<file path="src/rtl/wdf_pkg.sv">
// Shared definitions for the wave-digital-filter adaptor sequencer.
//   DW_DEF / CW_DEF : default sample and coefficient widths
//   seq_state_e     : sequencer FSM encoding (IDLE / RUN / OUT)
//   clog2           : elaboration-time ceiling log2 for index widths
package wdf_pkg;

    localparam int DW_DEF = 12;
    localparam int CW_DEF = 11;

    typedef enum logic [1:0] {
        ST_IDLE = 2'd0,
        ST_RUN  = 2'd1,
        ST_OUT  = 2'd2
    } seq_state_e;

    function automatic int clog2(input int n);
        int r;
        r = 0;
        while ((1 << r) < n) r++;
        return r;
    endfunction

endpackage

</file>
<file path="src/rtl/wdf_sec_regfile.sv">
// Per-section register file: NSEC delay states (DW) and NSEC coefficients (CW).
//   clk_i, rst_ni        : clock, asynchronous active-low reset (clears both fields)
//   clr_i                : synchronous clear of the states only; coefficients survive
//   st_we_i/addr/data    : state write port
//   cf_we_i/addr/data    : coefficient write port
//   rd_addr_i            : asynchronous read index for both fields
//   st_o, cf_o           : state and coefficient at rd_addr_i
import wdf_pkg::*;

module wdf_sec_regfile #(
    parameter int DW   = DW_DEF,
    parameter int CW   = CW_DEF,
    parameter int NSEC = 4,
    parameter int AW   = clog2(NSEC)
) (
    input  logic          clk_i,
    input  logic          rst_ni,
    input  logic          clr_i,
    input  logic          st_we_i,
    input  logic [AW-1:0] st_addr_i,
    input  logic [DW-1:0] st_data_i,
    input  logic          cf_we_i,
    input  logic [AW-1:0] cf_addr_i,
    input  logic [CW-1:0] cf_data_i,
    input  logic [AW-1:0] rd_addr_i,
    output logic [DW-1:0] st_o,
    output logic [CW-1:0] cf_o
);

    logic [DW-1:0] st_q [NSEC];
    logic [CW-1:0] cf_q [NSEC];

    always_ff @(posedge clk_i or negedge rst_ni) begin
        if (!rst_ni) begin
            for (int i = 0; i < NSEC; i++) st_q[i] <= '0;
        end else if (clr_i) begin
            for (int i = 0; i < NSEC; i++) st_q[i] <= '0;
        end else if (st_we_i) begin
            st_q[st_addr_i] <= st_data_i;
        end
    end

    always_ff @(posedge clk_i or negedge rst_ni) begin
        if (!rst_ni) begin
            for (int i = 0; i < NSEC; i++) cf_q[i] <= '0;
        end else if (cf_we_i) begin
            cf_q[cf_addr_i] <= cf_data_i;
        end
    end

    assign st_o = st_q[rd_addr_i];
    assign cf_o = cf_q[rd_addr_i];

endmodule

</file>
<file path="src/rtl/wdf_adaptor_seq.sv">
// Time-multiplexed sequencer sharing one external two-port adaptor across NSEC
// cascaded first-order allpass sections. Each accepted sample walks sections
// 0..NSEC-1 (one per cycle), then is presented on the output until taken.
//   clk, rst_n           : clock, asynchronous active-low reset
//   clr                  : synchronous clear of states, x register and FSM
//   in_vld/in_rdy/in_data: sample input handshake
//   out_vld/out_rdy/out_data : filtered sample output handshake
//   cfg_we/cfg_addr/cfg_data/cfg_rdy : coefficient write port (IDLE only)
//   ad_a1/ad_a2/ad_alpha : to shared adaptor (zero outside RUN)
//   ad_b1/ad_b2          : from shared adaptor (forward output, next state)
//   busy                 : FSM not in IDLE
import wdf_pkg::*;

module wdf_adaptor_seq #(
    parameter int DW   = DW_DEF,
    parameter int CW   = CW_DEF,
    parameter int NSEC = 4,
    parameter int AW   = clog2(NSEC)
) (
    input  logic          clk,
    input  logic          rst_n,
    input  logic          clr,
    input  logic          in_vld,
    output logic          in_rdy,
    input  logic [DW-1:0] in_data,
    output logic          out_vld,
    input  logic          out_rdy,
    output logic [DW-1:0] out_data,
    input  logic          cfg_we,
    input  logic [AW-1:0] cfg_addr,
    input  logic [CW-1:0] cfg_data,
    output logic          cfg_rdy,
    output logic [DW-1:0] ad_a1,
    output logic [DW-1:0] ad_a2,
    output logic [CW-1:0] ad_alpha,
    input  logic [DW-1:0] ad_b1,
    input  logic [DW-1:0] ad_b2,
    output logic          busy
);

    localparam logic [AW-1:0] K_LAST = AW'(NSEC - 1);

    seq_state_e    state_q, state_d;
    logic [AW-1:0] k_q, k_d;
    logic [DW-1:0] x_q, x_d;
    logic          st_we;
    logic          cf_we;
    logic          cfg_addr_ok;
    logic [DW-1:0] st_rd;
    logic [CW-1:0] cf_rd;

    // When NSEC fills the address space every address is a real section.
    generate
        if (NSEC == (1 << AW)) begin : g_addr_full
            assign cfg_addr_ok = 1'b1;
        end else begin : g_addr_partial
            assign cfg_addr_ok = (cfg_addr < K_LAST) || (cfg_addr == K_LAST);
        end
    endgenerate

    // clr outranks a coefficient write landing on the same edge.
    assign cf_we = cfg_we && (state_q == ST_IDLE) && !clr && cfg_addr_ok;

    always_comb begin
        state_d = state_q;
        k_d     = k_q;
        x_d     = x_q;
        st_we   = 1'b0;
        if (clr) begin
            state_d = ST_IDLE;
            k_d     = '0;
            x_d     = '0;
        end else begin
            case (state_q)
                ST_IDLE: begin
                    if (in_vld) begin
                        x_d     = in_data;
                        k_d     = '0;
                        state_d = ST_RUN;
                    end
                end
                ST_RUN: begin
                    // Forward result becomes next section's input; b2 is the new delay state.
                    x_d   = ad_b1;
                    st_we = 1'b1;
                    if (k_q == K_LAST) begin
                        k_d     = '0;
                        state_d = ST_OUT;
                    end else begin
                        k_d = k_q + 1'b1;
                    end
                end
                ST_OUT: begin
                    if (out_rdy) state_d = ST_IDLE;
                end
                default: begin
                    state_d = ST_IDLE;
                    k_d     = '0;
                end
            endcase
        end
    end

    always_ff @(posedge clk or negedge rst_n) begin
        if (!rst_n) begin
            state_q <= ST_IDLE;
            k_q     <= '0;
            x_q     <= '0;
        end else begin
            state_q <= state_d;
            k_q     <= k_d;
            x_q     <= x_d;
        end
    end

    wdf_sec_regfile #(
        .DW   (DW),
        .CW   (CW),
        .NSEC (NSEC),
        .AW   (AW)
    ) u_regfile (
        .clk_i     (clk),
        .rst_ni    (rst_n),
        .clr_i     (clr),
        .st_we_i   (st_we),
        .st_addr_i (k_q),
        .st_data_i (ad_b2),
        .cf_we_i   (cf_we),
        .cf_addr_i (cfg_addr),
        .cf_data_i (cfg_data),
        .rd_addr_i (k_q),
        .st_o      (st_rd),
        .cf_o      (cf_rd)
    );

    assign in_rdy   = (state_q == ST_IDLE);
    assign cfg_rdy  = (state_q == ST_IDLE);
    assign busy     = (state_q != ST_IDLE);
    assign out_vld  = (state_q == ST_OUT);
    assign out_data = (state_q == ST_OUT) ? x_q : '0;

    // Adaptor ports come only from registered state, never from in_*.
    assign ad_a1    = (state_q == ST_RUN) ? x_q   : '0;
    assign ad_a2    = (state_q == ST_RUN) ? st_rd : '0;
    assign ad_alpha = (state_q == ST_RUN) ? cf_rd : '0;

endmodule
</file>
<file path="config.mk">
export PLATFORM = sky130hd
export DESIGN_NAME = wdf_adaptor_seq
export DESIGN_NICKNAME = d
export VERILOG_FILES = /design/src/rtl/wdf_pkg.sv /design/src/rtl/wdf_sec_regfile.sv /design/src/rtl/wdf_adaptor_seq.sv
export SDC_FILE = /design/constraint.sdc
export NUM_CORES = 1
export LEC_CHECK = 0
export ABC_AREA = 1
export CELL_PAD_IN_SITES_DETAIL_PLACEMENT = 2
export CELL_PAD_IN_SITES_GLOBAL_PLACEMENT = 2
export CORE_UTILIZATION = 31
export CTS_CLUSTER_SIZE = 24
export DETAILED_ROUTE_END_ITERATION = 8
export PLACE_DENSITY = 0.95
export SLEW_MARGIN = 10
export SYNTH_ARGS = -nofsm -noshare
export SYNTH_HDL_FRONTEND = slang
export SYNTH_HIERARCHICAL = 1
export SYNTH_SLANG_ARGS = --single-unit
</file>
<file path="constraint.sdc">
create_clock -name clk -period 4 [get_ports clk]
set_clock_uncertainty 0.15 [all_clocks]
set_input_delay 0.8 -clock clk [delete_from_list [all_inputs] [get_ports clk]]
set_output_delay 0.8 -clock clk [all_outputs]
set_load 0.03 [all_outputs]
</file>
* Word-level counts from Yosys, hierarchy flattened
Cells that the tools add are included.
Cells by class: add/sub/neg operators 1, magnitude comparators 4, equality and inequality tests 7, multiplexer cells 32, bitwise gates (word level) 2, reductions and logical operators 12
Operators with widths (number):
- 12-bit two-way mux | 8
- 48-bit two-way mux | 2
- 48-bit bitwise mux | 1
- 44-bit bitwise mux | 1
- 11-bit two-way mux | 4
- 12-bit binary-select mux with 2-bit select | 1
- 12-bit demux with 2-bit select | 1
- 12-bit one-hot mux with 2 select lines | 1
- 11-bit binary-select mux with 2-bit select | 1
- 11-bit demux with 2-bit select | 1
- 2-bit two-way mux | 7
- 2-bit one-hot mux with 3 select lines | 2
- 3-bit >= comparator, second input constant | 2
- 3-bit by 1-bit < comparator with 1-bit output, second input constant | 2
- 3-bit != test, second input constant | 2
- 2-bit inverter with 3-bit output | 2
- 2-bit == test, second input constant | 2
- 1-bit logical AND | 4
- 2-bit AND reduction | 2
- 2-bit nonzero test | 2
- 3-bit by 2-bit != test with 1-bit output, second input constant | 1
- 3-bit AND reduction | 1
- 3-bit nonzero test | 1
- 2-bit by 1-bit adder with 2-bit output, second input constant | 1
- other kinds (5) | 6
Word-level totals: register bits after elaboration 108, output and inout port bits 51

* Logic depth before layout (Yosys ltp)
Gate-level depths: netlist of run 1.
depth after elaboration 8, mapped depth 9, depth with buffers taken out 7

* Modules after synthesis
Netlist of run 1, hierarchy kept.
Modules (own cells, without submodules):
- wdf_sec_regfile | instances 1, cells each 650, area an instance 4665.7 um^2
- wdf_adaptor_seq | instances 1, cells each 212, area an instance 1224.9 um^2

* Least setup slack after synthesis of run 1
No wires, ideal clock.
path type flip-flop to output port, start register k_q[0], end output port ad_a2[10], arrival time 1.513 ns, slack 1.537 ns, cell stages (with the launch flop) 9, cells stage by stage dfrtp_1 > buf_6 > buf_2 > nor2_1 > nor2_1 > nand2_1 > nand2_1 > inv_1 > nor2_1
On the way: cells in the longest elaborated chain, start to end 5
Ends and longest elaborated chain:
- start: declaration | RTL line wdf_adaptor_seq.sv:44 | logic [AW-1:0] k_q, k_d;
- start signal: assignment | RTL line wdf_adaptor_seq.sv:111 | k_q <= k_d;
- 2-bit inverter with 3-bit output (not written as such) | RTL line wdf_sec_regfile.sv:51 | assign st_o = st_q[rd_addr_i];
- 12-bit binary-select mux with 2-bit select | RTL line wdf_sec_regfile.sv:51
- 12-bit two-way mux (not written as such) (2 in a row) | RTL line wdf_sec_regfile.sv:51
- net st_rd[10] | RTL line wdf_adaptor_seq.sv:49 | logic [DW-1:0] st_rd;
- 12-bit two-way mux | RTL line wdf_adaptor_seq.sv:144 | assign ad_a2 = (state_q == ST_RUN) ? st_rd : '0;
- end: declaration | RTL line wdf_adaptor_seq.sv:34 | output logic [DW-1:0] ad_a2,
The timed path passes the listed nets, and every way through them passes these cells. The select of a mux whose other input is x is not followed.

* Final worst setup path of run 1
start register k_q[0], end output port ad_a2[11]
The elaborated chain is that of the path after synthesis.

==> flow_metrics.py, run 1 <==
metrics = {
    "run_status": {
        "status": "complete, no violations",
    },
    "timing": {
        "post-route-min-period_ns": 3.66,
        "final_hold_viol_count": 0,
        "tightest_slew_ns": 0.967,
        "rsz0062_at_grt": "no",
        "maxSlewViolCount": 0,
        "setup-tns-final_ns": 0,
        "fin_crit_sh_pct": 91.4,
        "clock.fmax_ghz": 0.273,
        "finalSetupViolCount": 0,
        "max_slew_margin_pct": 35.5,
    },
    "routing": {
        "postRouteAntennaNets": 0,
        "wire_per_inst_um": 18.7,
        "dr.first_iter.drc_count": 292,
        "via_per_inst": 4.96,
        "drtPass1Iterations": 4,
        "drc": 0,
        "drt_wl_total_um": 22200,
        "vias": 5888,
    },
    "yosys": {
        "yosysWarnings": 6,
        "yosys.area.top_type_share_pct": 45.9,
        "avgSynthCellArea_um2": 6.83,
        "synthCells": 862,
        "synth.cell_area_um2": 5890,
        "netlist_top_cells_area": "dfrtp_1, nand2_1, nand3_1, inv_1, nor2_1",
        "synth_nets": 918,
        "yosysTopAreaCell": "dfrtp_1",
        "ys_types": 22,
        "synth-seq-cells": 108,
        "yosysSeqAreaShare_pct": 45.9,
    },
    "place": {
        "hpwl_um": 14500,
        "io_buffers": 105,
        "gp_congestion": 0.739,
        "dpl_cell_area_um2": 7140,
    },
    "worst_hold_path": {
        "holdCritPathClass": "flip-flop to flip-flop",
        "holdPathEnd": "x_q[9]",
        "hold_start": "x_q[9]",
        "hold_depth": 2,
    },
    "global_routing": {
        "antenna_found_initial": 0,
        "grt-ovfl-total": 0,
        "grt_pass1_vias": 6769,
        "grt_pass1_wl_um": 36600,
        "grt_max_degree": 70,
        "grt_usage_pct": 24.0,
    },
    "floorplan": {
        "die_h_um": 140,
        "dieArea_um2": 19600,
        "core-area_um2": 18600,
        "num_rows": 50,
        "io_pins": 106,
        "initial_utilization_pct": 31.6,
        "die_x_um": 140,
    },
    "layout": {
        "final_net_count": 1005,
        "area_delta_synth_final_pct": 26.7,
        "insertedDiodeCount": 0,
        "final_area_um2": 7460,
        "drive_above_1_share_pct": 6.71,
    },
    "cts": {
        "cts-buffers-inserted": 9,
        "cts_setup_buffers": 0,
        "clk_latency_ns": 0.36,
        "clock_path_buffers": 2,
        "htreeDepth": 3,
        "cts_tree": "built",
        "root_buffer": "clkbuf_16",
        "clock-sinks": 108,
        "clkTransAtPathRegs_ns": 0.07,
    },
    "worst_setup_path": {
        "start_kind": "flip-flop",
        "ff2ff_path_depth": 10,
        "timing.rr.end": "u_regfile/st_q[9]",
        "regToRegSetupSlack_ns": 1.20,
        "regToRegStartpoint": "state_q[1]",
        "end_kind": "output port",
        "path_max_fanout": 42,
        "arrival_ns": 2.71,
        "required_ns": 3.05,
        "worst-setup-path-type": "flip-flop to output port",
    },
    "flow_run": {
        "drv_cap": 0,
    },
    "power_and_ir_drop": {
        "ir_drop_mv": 0.200,
        "leakage_nw": 3.83,
        "cellPowerDensity_nw_per_um2": 471,
    },
}
-- worst max-delay path, cell delays in order (launching register included) --
cell and delay, ns:
dfrtp_4 0.72, buf_4 0.37, nor2_1 0.10, nor2_1 0.14, nand2_1 0.09, nand2_1 0.10, inv_1 0.05, nor2_1 0.09
clkdlybuf4s50_1 0.67
-- per-layer routing --
layer  up-vias  global-route usage, %  wire, µm
li1       2757                      -         -
met1      2969                   28.4      9350
met2       122                   43.7     11600
met3        40                   3.75       739
met4         0                   8.56       522
met5         -                      0         0
-- sequential cells by signal, indices dropped and copies added, names as in the netlist --
register and cells:
x_q 12, u_regfile/st_q 48, state_q 2, k_q 2
u_regfile/cf_q 44
-- area by class of cell --
class | instances | area, µm²
multi-input cells | 587 | 2480
well taps | 234 | 293
repair buffers | 120 | 1200
fillers | 2170 | 11200
clock inverters | 5 | 82.6
flip-flops and latches | 108 | 2710
inverters | 123 | 463
clock buffers | 11 | 243
-- synth_stat cells --
cell and count:
buf_2 19, buf_4 9, buf_6 3, clkbuf_1 12, clkbuf_2 1, clkinv_2 1, dfrtp_1 108, ha_1 1
inv_1 117, inv_2 5, nand2_1 307, nand2_2 2, nand3_1 93, nand4_1 2, nor2_1 107, nor2_2 1
nor2_4 2, o21ai_0 47, o21ai_1 1, o21ai_2 1, or2_1 3, or2_2 20
-- stage by stage --
| stage | power, mW | std cells | util [%] | worst slack [ns] | hold slack, ns |
|---|---|---|---|---|---|
| after floorplan | 2.06 | 862 | - | 1.54 | 0.295 |
| after global placement | 2.40 | 1172 | 38.3 | 0.695 | 0.311 |
| after detailed placement | 2.49 | 1172 | 38.3 | 0.547 | 0.327 |
| after CTS | 3.56 | 1188 | 40.0 | 0.118 | 0.348 |
| after global routing | 3.71 | 1188 | 40.0 | 0.198 | 0.365 |
| final | 3.52 | 1188 | 40.0 | 0.343 | 0.340 |
-- worst max-delay path by stage --
stage | start | endpoint | slack, ns | cells after the start
after floorplan | k_q[0] | ad_a2[10] | 1.54 | 8
after global placement | k_q[0] | ad_a2[11] | 0.69 | 7
after detailed placement | k_q[0] | ad_a2[11] | 0.55 | 8
after CTS | k_q[0] | ad_a2[11] | 0.12 | 8
after global routing | k_q[0] | ad_a2[11] | 0.20 | 8
final | k_q[0] | ad_a2[11] | 0.34 | 8
-- repair_timing --
action                                  CTS  global route
gates resized for setup                   0             1
endpoints found under the setup margin    0             1
hold buffers                              0             0
-- cell families (layout without fill, tap and decap cells) --
logic type               Yosys count  in the layout  share of synthesized area (%)
buffers and inverters            167            259                           12.0
AND/OR/NAND/NOR                  537            537                           37.6
AO/OA/AOI/OAI                     49             49                           4.23
flip-flops                       108            108                           45.9
adder cells (fa/ha/maj)            1              1                          0.212
-- layout by cell type, fill, tap and decap left out, types with 2 or more instances in the layout --
cell type and instances:
nand2_1 307, inv_1 117, nor2_1 107, dfrtp_1 107
clkdlybuf4s50_1 104, nand3_1 93, o21ai_0 47, or2_2 20
buf_4 13, clkbuf_16 9, inv_2 5, buf_12 3
or2_1 3, nand2_2 2, nor2_4 2, nand4_1 2
clkinv_2 2, bufinv_16 2
-- where the power goes --
group | total [mW] | internal [mW] | switching, mW
combinational | 1.10 | 0.405 | 0.695
sequential | 1.41 | 1.27 | 0.140
clock | 1.01 | 0.570 | 0.439
(Power assumes the default switching activity.)
==> run 2: changes to the inputs <==
--- a/config.mk
+++ b/config.mk
@@ -6,6 +6,7 @@
 export NUM_CORES = 1
 export LEC_CHECK = 0
 export ABC_AREA = 1
+export CAP_MARGIN = 20
 export CELL_PAD_IN_SITES_DETAIL_PLACEMENT = 2
 export CELL_PAD_IN_SITES_GLOBAL_PLACEMENT = 2
 export CORE_UTILIZATION = 31
==> results of run 2 <==
Final layout, timing and power as in run 1 (identical DEF).
==> run 3: changes to the inputs <==
--- a/config.mk
+++ b/config.mk
@@ -9,6 +9,7 @@
 export CAP_MARGIN = 20
 export CELL_PAD_IN_SITES_DETAIL_PLACEMENT = 2
 export CELL_PAD_IN_SITES_GLOBAL_PLACEMENT = 2
+export CORE_MARGIN = 10
 export CORE_UTILIZATION = 31
 export CTS_CLUSTER_SIZE = 24
 export DETAILED_ROUTE_END_ITERATION = 8
==> run 3 against run 2 <==
  * Sequential share of layout area grew 0.18 points
  * Final area shrank 0.59%
  * Flip-flop and latch count is the same
  * Largest cell class unchanged
  * Via count shrank 1.6%
  * Die area grew 27%
  * Sequential power is essentially flat
  * Critical endpoint is now ad_a2[0]
  * Clock power shrank 7%
  * Final cell count is the same
  * Highest routed layer unchanged
==> flow_metrics.py, run 3 (synthesis results as in run 1) <==
metrics = {
    "worst_setup_path": {
        "path_max_fanout": 43,
        "arrival_ns": 2.73,
        "end_kind": "output port",
        "required_ns": 3.05,
        "worst-setup-path-type": "flip-flop to output port",
        "start_kind": "flip-flop",
    },
    "global_routing": {
        "antenna_found_initial": 0,
        "busiest_layer": "met2",
        "met3_usage_pct": 5.70,
        "grt_max_degree": 51,
        "grt_pass1_vias": 6656,
        "grt_pass1_wl_um": 35600,
        "grt_usage_pct": 18.1,
        "use_met2_pct": 31.2,
        "grtUsageMet1_pct": 21.2,
        "grt-ovfl-total": 0,
    },
    "layout": {
        "final_net_count": 1006,
        "layout_common_cells": "nand2_1, inv_1, nor2_1, dfrtp_1, clkdlybuf4s50_1",
        "finalCoreUtilization_pct": 39.7,
        "largestRegisters": "u_regfile/st_q x48, u_regfile/cf_q x44, x_q x12",
        "largest_reg_flops": 48,
        "area_delta_synth_final_pct": 26.0,
        "drive_above_1_share_pct": 6.81,
        "top_register": "u_regfile/st_q",
        "insertedDiodeCount": 0,
        "final_common_cell": "nand2_1",
    },
    "cts": {
        "hold_buffers": 0,
        "htreeDepth": 3,
        "cts_resized": 0,
        "cts_tree": "built",
        "clock_path_buffers": 2,
        "clk_latency_ns": 0.36,
        "cts-buffers-inserted": 9,
        "clkTransAtPathRegs_ns": 0.07,
        "clock-sinks": 108,
        "root_buffer": "clkbuf_16",
        "cts_setup_buffers": 0,
    },
    "run_status": {
        "status": "complete, no violations",
    },
    "timing": {
        "rsz0062_at_grt": "no",
        "tightest_slew_ns": 0.860,
        "maxSlewViolCount": 0,
        "max_slew_margin_pct": 42.5,
        "final_hold_viol_count": 0,
        "clock.fmax_ghz": 0.272,
        "finalSetupViolCount": 0,
        "post-route-min-period_ns": 3.68,
        "fin_crit_sh_pct": 92.1,
        "setup-tns-final_ns": 0,
    },
    "place": {
        "io_buffers": 105,
        "gp_congestion": 0.779,
        "hpwl_um": 15300,
    },
    "routing": {
        "vias": 5796,
        "dr.first_iter.drc_count": 285,
        "postRouteAntennaNets": 0,
        "drt_wl_total_um": 21700,
        "drtPass1Iterations": 4,
        "drc": 0,
        "wire_per_inst_um": 18.3,
        "via_per_inst": 4.88,
    },
    "floorplan": {
        "die_h_um": 158,
        "num_rows": 50,
        "die_x_um": 158,
        "dieArea_um2": 24900,
        "core-area_um2": 18700,
        "initial_utilization_pct": 31.5,
        "io_pins": 106,
    },
    "worst_hold_path": {
        "holdCritPathClass": "input port to async pin",
    },
    "power_and_ir_drop": {
        "leakage_nw": 3.81,
        "cellPowerDensity_nw_per_um2": 459,
        "ir_drop_mv": 0.262,
    },
    "flow_run": {
        "drv_cap": 0,
    },
}
[run 3: routing by layer]
layer	part of all wire, %	wire [µm]
met4	1.4	298
met1	42	9190
met3	6.4	1390
met2	50	10800
met5	0	0
[run 3: power by group]
group | leakage [nW] | total (mW) | internal (mW) | switching (mW)
Combinational | 2.23 | 1.06 | 0.403 | 0.662
Clock | 0.151 | 0.941 | 0.516 | 0.424
Sequential | 1.43 | 1.40 | 1.27 | 0.135
[run 3: area by class of cell]
class	count	area, µm²
clock buffers	11	253
clock inverters	4	48.8
fillers	2207	11300
inverters	123	463
multi-input cells	587	2480
flip-flops and latches	108	2700
well taps	234	293
repair buffers	121	1180
[run 3: worst paths after layout]
check                             startpoint                  to  slack (ns)  cells after the start
setup / recovery                      k_q[0]            ad_a2[0]        0.32                      7
hold / removal                         rst_n  u_regfile/st_q[37]        0.32                      1
setup reg to reg                  state_q[1]  u_regfile/st_q[41]        1.40                      8
hold reg to reg            u_regfile/cf_q[3]   u_regfile/cf_q[3]        0.34                      2
max in group asynchronous              rst_n   u_regfile/cf_q[6]        2.58                      2
min in group clk           u_regfile/cf_q[3]   u_regfile/cf_q[3]        0.34                      2
[run 3: worst max-delay path: stages, from the launching register on]
cell,delay [ns]
dfrtp_2,0.85
buf_12,0.30
or2_2,0.16
nand3_1,0.06
nand2_1,0.11
inv_1,0.05
nor2_1,0.11
clkdlybuf4s50_1,0.72
[run 3: stage by stage]
step	hold slack, ns	setup slack (ns)	instance area [µm²]	std cells	power [mW]
6_report	0.317	0.317	7420	1188	3.41
5_1_grt	0.365	0.0653	7420	1188	3.64
4_1_cts	0.342	0.267	7420	1188	3.45
3_5_place_dp	0.317	0.558	7120	1173	2.48
3_3_place_gp	0.309	0.764	7120	1173	2.40
2_1_floorplan	0.295	1.54	5890	862	2.06
